### src/rtl/hazard_forward_unit_pkg.sv
// -----------------------------------------------------------------------------
// hazard_forward_unit_pkg
// Shared constants and types for the pipeline hazard/forwarding control block.
//   - FWD_SEL_*  : encodings of the 3:1 operand-mux select lines
//   - state_t    : hazard FSM state encoding
//   - REG_ZERO   : index of the hard-wired zero register (never forwarded)
//   - WAIT_CNT_W : width of the data-memory wait counter
// -----------------------------------------------------------------------------
package hazard_forward_unit_pkg;

    localparam logic [1:0] FWD_SEL_REGFILE = 2'b00;
    localparam logic [1:0] FWD_SEL_WB      = 2'b01;
    localparam logic [1:0] FWD_SEL_MEM     = 2'b10;

    localparam int REG_ZERO   = 0;
    localparam int WAIT_CNT_W = 16;

    typedef enum logic [1:0] {
        RUN       = 2'd0,
        LD_BUBBLE = 2'd1,
        MEM_WAIT  = 2'd2
    } state_t;

endpackage

### src/rtl/hazard_forward_unit_forward_select.sv
// -----------------------------------------------------------------------------
// forward_select
// Purely combinational select generator for one ALU operand mux.
// Ports:
//   rs               in  source register read by the instruction in EX
//   ex_mem_rd        in  destination register of the instruction in MEM
//   ex_mem_reg_write in  MEM instruction writes the register file
//   mem_wb_rd        in  destination register of the instruction in WB
//   mem_wb_reg_write in  WB instruction writes the register file
//   sel              out 00 regfile, 01 WB result, 10 EX/MEM result
// -----------------------------------------------------------------------------
module forward_select
    import hazard_forward_unit_pkg::*;
#(
    parameter int REG_ADDR_W = 5
) (
    input  logic [REG_ADDR_W-1:0] rs,
    input  logic [REG_ADDR_W-1:0] ex_mem_rd,
    input  logic                  ex_mem_reg_write,
    input  logic [REG_ADDR_W-1:0] mem_wb_rd,
    input  logic                  mem_wb_reg_write,
    output logic [1:0]            sel
);

    localparam logic [REG_ADDR_W-1:0] ZERO = REG_ADDR_W'(REG_ZERO);

    logic hit_mem;
    logic hit_wb;

    assign hit_mem = ex_mem_reg_write && (ex_mem_rd != ZERO) && (ex_mem_rd == rs);
    assign hit_wb  = mem_wb_reg_write && (mem_wb_rd != ZERO) && (mem_wb_rd == rs);

    // MEM holds the younger result, so it wins over WB.
    always_comb begin
        sel = FWD_SEL_REGFILE;
        if (hit_mem) begin
            sel = FWD_SEL_MEM;
        end else if (hit_wb) begin
            sel = FWD_SEL_WB;
        end
    end

endmodule

### src/rtl/hazard_forward_unit.sv
// -----------------------------------------------------------------------------
// hazard_forward_unit
// Operand forwarding selects plus stall/bubble/flush control for a 5-stage
// RISC-V pipeline. Forwarding is combinational; load-use bubbles and
// data-memory wait states are sequenced by a 3-state FSM with a saturating
// wait counter that raises a one-cycle mem_timeout pulse.
//
// Ports:
//   clk, reset                      core clock, async active-high reset
//   if_id_rs1/rs2                   sources of the instruction in ID
//   id_ex_rs1/rs2, id_ex_rd         sources/dest of the instruction in EX
//   id_ex_mem_read                  EX instruction is a load
//   ex_branch_taken                 EX resolved a taken branch/jump
//   ex_mem_rd, mem_wb_rd            dests in MEM / WB
//   ex_mem_reg_write, mem_wb_reg_write  write enables in MEM / WB
//   ex_mem_mem_req, mem_ready       data-memory request / completion
//   fwd_a_sel, fwd_b_sel            operand mux selects
//   stall_pc/if_id/id_ex/ex_mem     hold the corresponding register
//   bubble_ex, bubble_wb            insert NOP into ID/EX or MEM/WB
//   flush_if_id                     squash IF/ID
//   mem_timeout                     wait counter reached MEM_TIMEOUT
//   state                           current FSM state (debug)
//   stall_cycles, flush_count, load_use_count
//                                   perf counters, only with HAZARD_PERF_CNT_EN
//
// Optional feature macro: HAZARD_PERF_CNT_EN
//
// Memory handshake: ex_mem_mem_req is the valid side and is held by the MEM
// stage until the access completes; mem_ready completes the access in the
// cycle it is seen together with ex_mem_mem_req. A request that drops while
// waiting is treated as completed.
// -----------------------------------------------------------------------------
module hazard_forward_unit
    import hazard_forward_unit_pkg::*;
#(
    parameter int REG_ADDR_W  = 5,
    parameter int MEM_TIMEOUT = 255,
    parameter int CNT_W       = 32
) (
    input  logic                  clk,
    input  logic                  reset,
    input  logic [REG_ADDR_W-1:0] if_id_rs1,
    input  logic [REG_ADDR_W-1:0] if_id_rs2,
    input  logic [REG_ADDR_W-1:0] id_ex_rs1,
    input  logic [REG_ADDR_W-1:0] id_ex_rs2,
    input  logic [REG_ADDR_W-1:0] id_ex_rd,
    input  logic                  id_ex_mem_read,
    input  logic                  ex_branch_taken,
    input  logic [REG_ADDR_W-1:0] ex_mem_rd,
    input  logic [REG_ADDR_W-1:0] mem_wb_rd,
    input  logic                  ex_mem_reg_write,
    input  logic                  mem_wb_reg_write,
    input  logic                  ex_mem_mem_req,
    input  logic                  mem_ready,
    output logic [1:0]            fwd_a_sel,
    output logic [1:0]            fwd_b_sel,
    output logic                  stall_pc,
    output logic                  stall_if_id,
    output logic                  stall_id_ex,
    output logic                  stall_ex_mem,
    output logic                  bubble_ex,
    output logic                  bubble_wb,
    output logic                  flush_if_id,
    output logic                  mem_timeout,
    output state_t                state
`ifdef HAZARD_PERF_CNT_EN
    ,
    output logic [CNT_W-1:0]      stall_cycles,
    output logic [CNT_W-1:0]      flush_count,
    output logic [CNT_W-1:0]      load_use_count
`endif
);

    localparam logic [REG_ADDR_W-1:0] ZERO       = REG_ADDR_W'(REG_ZERO);
    localparam logic [WAIT_CNT_W-1:0] TIMEOUT_VAL = WAIT_CNT_W'(MEM_TIMEOUT);

    // ------------------------------------------------------------------
    // Forwarding
    // ------------------------------------------------------------------
    logic [1:0] sel_a;
    logic [1:0] sel_b;

    forward_select #(.REG_ADDR_W(REG_ADDR_W)) u_fwd_a (
        .rs               (id_ex_rs1),
        .ex_mem_rd        (ex_mem_rd),
        .ex_mem_reg_write (ex_mem_reg_write),
        .mem_wb_rd        (mem_wb_rd),
        .mem_wb_reg_write (mem_wb_reg_write),
        .sel              (sel_a)
    );

    forward_select #(.REG_ADDR_W(REG_ADDR_W)) u_fwd_b (
        .rs               (id_ex_rs2),
        .ex_mem_rd        (ex_mem_rd),
        .ex_mem_reg_write (ex_mem_reg_write),
        .mem_wb_rd        (mem_wb_rd),
        .mem_wb_reg_write (mem_wb_reg_write),
        .sel              (sel_b)
    );

    // ------------------------------------------------------------------
    // Hazard FSM
    // ------------------------------------------------------------------
    state_t                state_q;
    state_t                state_d;
    logic [WAIT_CNT_W-1:0] wait_q;
    logic [WAIT_CNT_W-1:0] wait_d;

    logic load_use;
    logic mem_stall;
    logic stall_all_c;   // all four stalls plus bubble_wb
    logic stall_front_c; // stall_pc/stall_if_id only (load-use)
    logic bubble_ex_c;
    logic flush_c;
    logic timeout_c;

    assign load_use  = id_ex_mem_read && (id_ex_rd != ZERO) &&
                       ((id_ex_rd == if_id_rs1) || (id_ex_rd == if_id_rs2));
    assign mem_stall = ex_mem_mem_req && !mem_ready;

    always_ff @(posedge clk or posedge reset) begin
        if (reset) begin
            state_q <= RUN;
            wait_q  <= '0;
        end else begin
            state_q <= state_d;
            wait_q  <= wait_d;
        end
    end

    always_comb begin
        state_d       = state_q;
        wait_d        = wait_q;
        stall_all_c   = 1'b0;
        stall_front_c = 1'b0;
        bubble_ex_c   = 1'b0;
        flush_c       = 1'b0;
        case (state_q)
            RUN, LD_BUBBLE: begin
                if (mem_stall) begin
                    stall_all_c = 1'b1;
                    state_d     = MEM_WAIT;
                    wait_d      = WAIT_CNT_W'(1);
                end else if (ex_branch_taken) begin
                    // ID instruction is squashed, so its load-use is moot.
                    flush_c     = 1'b1;
                    bubble_ex_c = 1'b1;
                    state_d     = RUN;
                end else if ((state_q == RUN) && load_use) begin
                    stall_front_c = 1'b1;
                    bubble_ex_c   = 1'b1;
                    state_d       = LD_BUBBLE;
                end else begin
                    state_d = RUN;
                end
            end
            MEM_WAIT: begin
                if (mem_stall) begin
                    // EX is frozen, so a taken branch there waits for RUN.
                    stall_all_c = 1'b1;
                    if (wait_q != TIMEOUT_VAL) begin
                        wait_d = wait_q + WAIT_CNT_W'(1);
                    end
                end else begin
                    wait_d  = '0;
                    state_d = RUN;
                end
            end
            default: begin
                state_d = RUN;
                wait_d  = '0;
            end
        endcase
        // Pulse only on the first cycle the count lands on the limit.
        timeout_c = stall_all_c && (wait_d == TIMEOUT_VAL) && (wait_q != TIMEOUT_VAL);
    end

    // Outputs are forced low while reset is held, independent of inputs.
    assign fwd_a_sel    = reset ? FWD_SEL_REGFILE : sel_a;
    assign fwd_b_sel    = reset ? FWD_SEL_REGFILE : sel_b;
    assign stall_pc     = !reset && (stall_all_c || stall_front_c);
    assign stall_if_id  = !reset && (stall_all_c || stall_front_c);
    assign stall_id_ex  = !reset && stall_all_c;
    assign stall_ex_mem = !reset && stall_all_c;
    assign bubble_wb    = !reset && stall_all_c;
    assign bubble_ex    = !reset && bubble_ex_c;
    assign flush_if_id  = !reset && flush_c;
    assign mem_timeout  = !reset && timeout_c;
    assign state        = state_q;

`ifdef HAZARD_PERF_CNT_EN
    // ------------------------------------------------------------------
    // Saturating performance counters
    // ------------------------------------------------------------------
    localparam logic [CNT_W-1:0] CNT_MAX = '1;

    always_ff @(posedge clk or posedge reset) begin
        if (reset) begin
            stall_cycles   <= '0;
            flush_count    <= '0;
            load_use_count <= '0;
        end else begin
            if (stall_pc && (stall_cycles != CNT_MAX)) begin
                stall_cycles <= stall_cycles + CNT_W'(1);
            end
            if (flush_if_id && (flush_count != CNT_MAX)) begin
                flush_count <= flush_count + CNT_W'(1);
            end
            if ((state_q == RUN) && (state_d == LD_BUBBLE) && (load_use_count != CNT_MAX)) begin
                load_use_count <= load_use_count + CNT_W'(1);
            end
        end
    end
`endif

endmodule

### config.mk
export PLATFORM = sky130hd
export DESIGN_NAME = hazard_forward_unit
export DESIGN_NICKNAME = d
export VERILOG_FILES = /design/src/rtl/hazard_forward_unit_pkg.sv /design/src/rtl/hazard_forward_unit_forward_select.sv /design/src/rtl/hazard_forward_unit.sv
export SDC_FILE = /design/constraint.sdc
export NUM_CORES = 1
export LEC_CHECK = 0
export ABC_CLOCK_PERIOD_IN_PS = 2830
export BUFFER_PORTS_ARGS = -buffer_cell sky130_fd_sc_hd__buf_2
export CORE_UTILIZATION = 45
export DETAILED_ROUTE_END_ITERATION = 8
export PLACE_DENSITY = 0.76
export SLEW_MARGIN = 10
export SYNTH_ARGS = -nofsm -noshare
export SYNTH_HDL_FRONTEND = slang
export SYNTH_SLANG_ARGS = --single-unit
### constraint.sdc
create_clock -name clk -period 2.83 [get_ports clk]
set_input_delay 0.4245 -clock clk [delete_from_list [all_inputs] [get_ports clk]]
set_output_delay 0.4245 -clock clk [all_outputs]
set_load 0.03 [all_outputs]
# Yosys cells after proc, flatten, opt, wreduce, memory -nomap -nowiden
# Cells that the tools add are included.
[word_totals]
register_bits = 18
inputBits = 43
output_inout_bits = 14
word_cells = 68
[classes]
addsub = 1
n_eq_ne = 11
n_mux = 27
reduce_logical = 27
[ops]
columns = ["op", "n"]
rows = [
  ["$mux 16", 3],
  ["$pmux 16 s2", 1],
  ["$eq 5x5->1", 6],
  ["$logic_and 1x1->1", 17],
  ["$add 16x1->16 const B", 1],
  ["$eq 16x8->1 const B", 1],
  ["$mux 1", 16],
  ["$ne 16x8->1 const B", 1],
  ["$reduce_bool 5->1", 3],
  ["$mux 2", 6],
  ["$pmux 2 s2", 1],
  ["$reduce_or 3->1", 1],
  ["$eq 2x1->1 const B", 1],
  ["$eq 2x2->1 const B", 1],
  ["$logic_not 1->1", 2],
  ["$logic_not 2->1", 1],
  ["$logic_or 1x1->1", 2],
  ["$ne 2x2->1 const B", 1],
  ["$reduce_or 2->1", 1],
]

# Depth between registers and ports, before layout
[depth]
depth_word = 10
mapped_depth = 9
mapped_depth_nobuf = 7

# By module
# Synthesis repeated with hierarchy kept, for this count alone.
[hier_totals]
hier_cells = 199
area_unflattened_um2 = 1681.6
[by_module_without_submodules]
columns = ["module", "instances", "cells_per_inst", "area_per_inst_um2", "seq_area_each_um2"]
rows = [
  ["hazard_forward_unit", 1, 157, 1363.8, 450.4],
  ["forward_select", 2, 21, 158.9, 0.0],
]

# Least setup slack after synthesis
# No wires, ideal clock.
[synth_path]
path_type = "register -> output"
startpoint = "register wait_q[12]"
endpoint = "output port mem_timeout"
t_arrival_ps = 3088
required_ps = 2406
path_slack_ps = -682
path_stages_with_launch = 8
path_buffers = 1
cell_sequence = "dfrtp_1 > or4_4 > or4_4 > buf_6 > xnor2_1 > o32ai_1 > or4b_1 > nor4_2"
[synth_via]
elab_chain_len = 8
elab_cells_between_ends = 10
cone_classes = "1 x add/sub; 2 x eq/ne; 4 x mux; 3 x reduce/logical"
[synth_lines]
columns = ["item", "line_no", "source"]
rows = [
  ["start, declared", "hazard_forward_unit.sv:106", "logic [WAIT_CNT_W-1:0] wait_q;"],
  ["start signal, assigned", "hazard_forward_unit.sv:127", "wait_q <= wait_d;"],
  ["$ne 16x8->1", "hazard_forward_unit.sv:161", "if (wait_q != TIMEOUT_VAL) begin"],
  ["$mux 16", "hazard_forward_unit.sv:161", ""],
  ["$mux 16", "hazard_forward_unit.sv:158", "if (mem_stall) begin"],
  ["$pmux 16 s2", "hazard_forward_unit.sv:138", "case (state_q)"],
  ["named net wait_d[0]", "hazard_forward_unit.sv:107", "logic [WAIT_CNT_W-1:0] wait_d;"],
  ["$eq 16x8->1", "hazard_forward_unit.sv:175", "timeout_c = stall_all_c && (wait_d == TIMEOUT_VAL) && (wait_q != TIMEOUT_VAL);"],
  ["$logic_and 1x1->1 (2 in series)", "hazard_forward_unit.sv:175", ""],
  ["$logic_and 1x1->1", "hazard_forward_unit.sv:188", "assign mem_timeout = !reset && timeout_c;"],
  ["end, declared", "hazard_forward_unit.sv:64", "output logic mem_timeout,"],
]
# The timed path passes the listed nets, and every way through them passes these cells.

# Final worst setup path
# Ends and elaborated chain as after synthesis.

==> flow_metrics.tcl <==
set metrics [dict create \
    synth_cell_types 52 \
    clockBufferDepth 2 \
    drive_gt1_share_pct 40.6 \
    grt_max_degree 17 \
    crit_slowest_cell "or4_4" \
    max_stage_delay_ns 0.55 \
    yosysWarnings 0 \
    cts_tree "yes" \
    drtAntennaViolNets 0 \
    start_kind "flop" \
    peakVddDrop_mv 0.191 \
    violations "setup timing" \
    place_area_sq_um 2250 \
    end_kind "primary output" \
    clkLatencyLatePin_ns 0.32 \
    pwr-share-comb_pct 32.1 \
    synth.area.top_cells "dfrtp_1, xnor2_1, xor2_1" \
    post_cts.repair.setup_buffers 0 \
    crit_chain "or4_4 -> or4_4 -> xnor2_1 -> o32ai_2 -> or4b_4 -> nor4_4 -> buf_4" \
    grt_first_pass_wirelength_microns 7890 \
    power.internal_mw 0.442 \
    ios 57 \
    setup_viol 1 \
    dieArea_sq_um 3910 \
    rows 21 \
    vias 1842 \
    viasPerCell 5.69 \
    min_period_ns 3.46 \
    diodes 0 \
    finalMaxSlewViolations 0 \
    grt_pass1_vias 1771 \
    wl_per_cell_microns 14.5 \
    synth_top_flop_cell "dfrtp_1" \
    arrival_ns 3.03 \
    pwr-share-clk_pct 26.7 \
    crit_type "flop to primary output" \
    drc 0 \
    crit_top_cell "or4_4" \
    hp-class "input port to asynchronous set/reset pin" \
    async_flop_share_pct 100 \
    syn_nets 232 \
    setup_ws_ns -0.628 \
    powerDensity_nw_per_um2 285 \
    yosysTopAreaCell "dfrtp_1" \
    firstDrtPassIters 4 \
    fin_util_pct 67.3 \
    area_growth_pct 39.3 \
    cts_root_buffer "clkbuf_4" \
    rsz0062_at_grt "yes" \
    core_area_sq_um 3420 \
    portBuffers 56 \
    clk_pin_slew_ns 0.13 \
    cts_htree_levels 1 \
    cts_hold_buf 0 \
    grt.overflow.total 0 \
    crit_required_ns 2.41 \
    antenna_found_initial 0 \
    drt_iter0_drc 117 \
    p_leak_nw 1.09 \
    num-fill-cells 288 \
    clock_skew_ns 0.0116 \
    cts_buffers 3 \
    design_area_sq_um 2300 \
    yosys_register_bits 18 \
    tightest_slew_ns 0.462 \
    seqPwrFrac_pct 41.2 \
    timing.final.crit_share_pct 122 \
    nNetsFinal 323 \
    fmax_ghz 0.289 \
    initial_core_util_pct 48.3 \
    grt_usage_pct 25.5 \
    gp_congestion 0.923 \
    finalWirelength_microns 4690 \
    fp.dieW_microns 62.6 \
    clock-sinks 18 \
    p_sw_share_pct 32.4 \
    maxCapViolCount 0 \
    cts_resized 2 \
    avgSynthCellArea_sq_um 8.78 \
    die_h_microns 62.6 \
    cp_max_fo 2 \
    synth_top_cell_area_share_pct 27.3 \
    synthCells 188 \
    synth_seq_area_share_pct 27.3 \
    finalHoldViolations 0 \
    status "complete, but fails checks" \
    syn-cell-area_sq_um 1650 \
    dp_hpwl_microns 3860 \
    slew-limit-headroom_pct 68.8 \
    synth_edf_count 0 \
    power_switching_mw 0.212 \
]
[placed cells by master, fill, tap and decap left out, types with 5 or more instances in the layout]
master and count:
xnor2_1 17, nand3_1 10, buf_2 55, xor2_1 14, dfrtp_1 18, o21ai_0 12
nor2_1 8, or4_1 5, nand2_1 9, a31oi_1 5, nor4_1 5, a21oi_1 7
nor3_1 11, buf_4 42
[power groups by stage]
stage / clock (mW) / sequential, mW / combinational (mW)
after floorplan: 0 / 0.278 / 0.107
after global placement: 0 / 0.274 / 0.204
after detailed placement: 0 / 0.274 / 0.206
after CTS: 0.177 / 0.269 / 0.210
after global routing: 0.184 / 0.270 / 0.228
final: 0.175 / 0.270 / 0.210
[metrics by stage]
step | TNS, ns | cells | power [mW] | hold slack, ns | setup WS, ns
after floorplan | -0.417 | 188 | 0.385 | 0.391 | -0.417
after global placement | -0.271 | 320 | 0.478 | 0.396 | -0.271
after detailed placement | -0.331 | 320 | 0.481 | 0.396 | -0.331
after CTS | -0.609 | 324 | 0.655 | 0.0581 | -0.609
after global routing | -0.718 | 324 | 0.683 | 0.0783 | -0.718
final | -0.628 | 324 | 0.654 | 0.0583 | -0.628
[final timing paths]
| path | from | end | slack [ns] | depth (start not counted) |
|---|---|---|---|---|
| setup / recovery | wait_q[12] | mem_timeout | -0.63 | 7 |
| hold / removal | reset | wait_q[8] | 0.06 | 2 |
| setup reg to reg | wait_q[12] | wait_q[5] | 0.66 | 9 |
| hold reg to reg | wait_q[1] | wait_q[1] | 0.62 | 2 |
| max in group asynchronous | reset | wait_q[7] | 2.26 | 3 |
| min in group clk | ex_branch_taken | state[0] | 0.29 | 2 |
[metal layers]
layer	vias up	share of wire [%]	global-route usage (%)
met5	-	0	0
met4	0	2.1	12.8
met3	10	7.7	3.28
met2	94	48	42.5
met1	845	42	32.2
li1	893	-	-
[Yosys cell counts, types with 2 or more instances]
master and instances:
o21ai_0 12, buf_4 3, buf_2 2, inv_1 3, or4_1 5, nor3_1 11, nor4_4 2, nand2_1 9
a31oi_1 5, dfrtp_1 18, a21oi_1 7, a21o_1 4, nor3b_1 3, nand4_1 3, clkbuf_1 5, o211ai_1 2
and2_1 2, or4_4 3, nor2_1 8, xnor2_1 17, nor4_1 6, a41oi_1 2, nand2b_1 3, xor2_1 14
nand3_1 10, and3_1 3
[flip-flops by register name, summed over array words and instances, names as in the netlist]
| register | flops |
|---|---|
| state | 2 |
| wait_q | 16 |
[final cells by class]
type	count	area, sq um	area share, %
inverter	3	11.3	0.490
multi-input combinational	156	1150	50.1
sequential	18	450	19.6
tap	46	57.6	2.50
clock buffer	4	36.3	1.58
timing repair buffer	97	591	25.7
[critical path: cells and delay by family (launching register included)]
| kind | cells | cell delay, ns |
|---|---|---|
| AND/OR/NAND/NOR | 4 | 1.74 |
| flip-flops | 1 | 0.40 |
| AO/OA/AOI/OAI | 1 | 0.24 |
| buffers and inverters | 1 | 0.19 |
| XOR/XNOR | 1 | 0.15 |
[kinds of logic after synthesis]
family | count (synthesis) | share of synthesized area (%)
AOI/OAI and AO/OA | 46 | 19.9
xor gates and xnor gates | 31 | 16.5
adders and majority gates | 1 | 0.758
buffers and inverters | 14 | 4.47
DFF | 18 | 27.3
and+or+nand+nor | 78 | 31.1
Note: power is estimated with default switching activity, not from simulation.
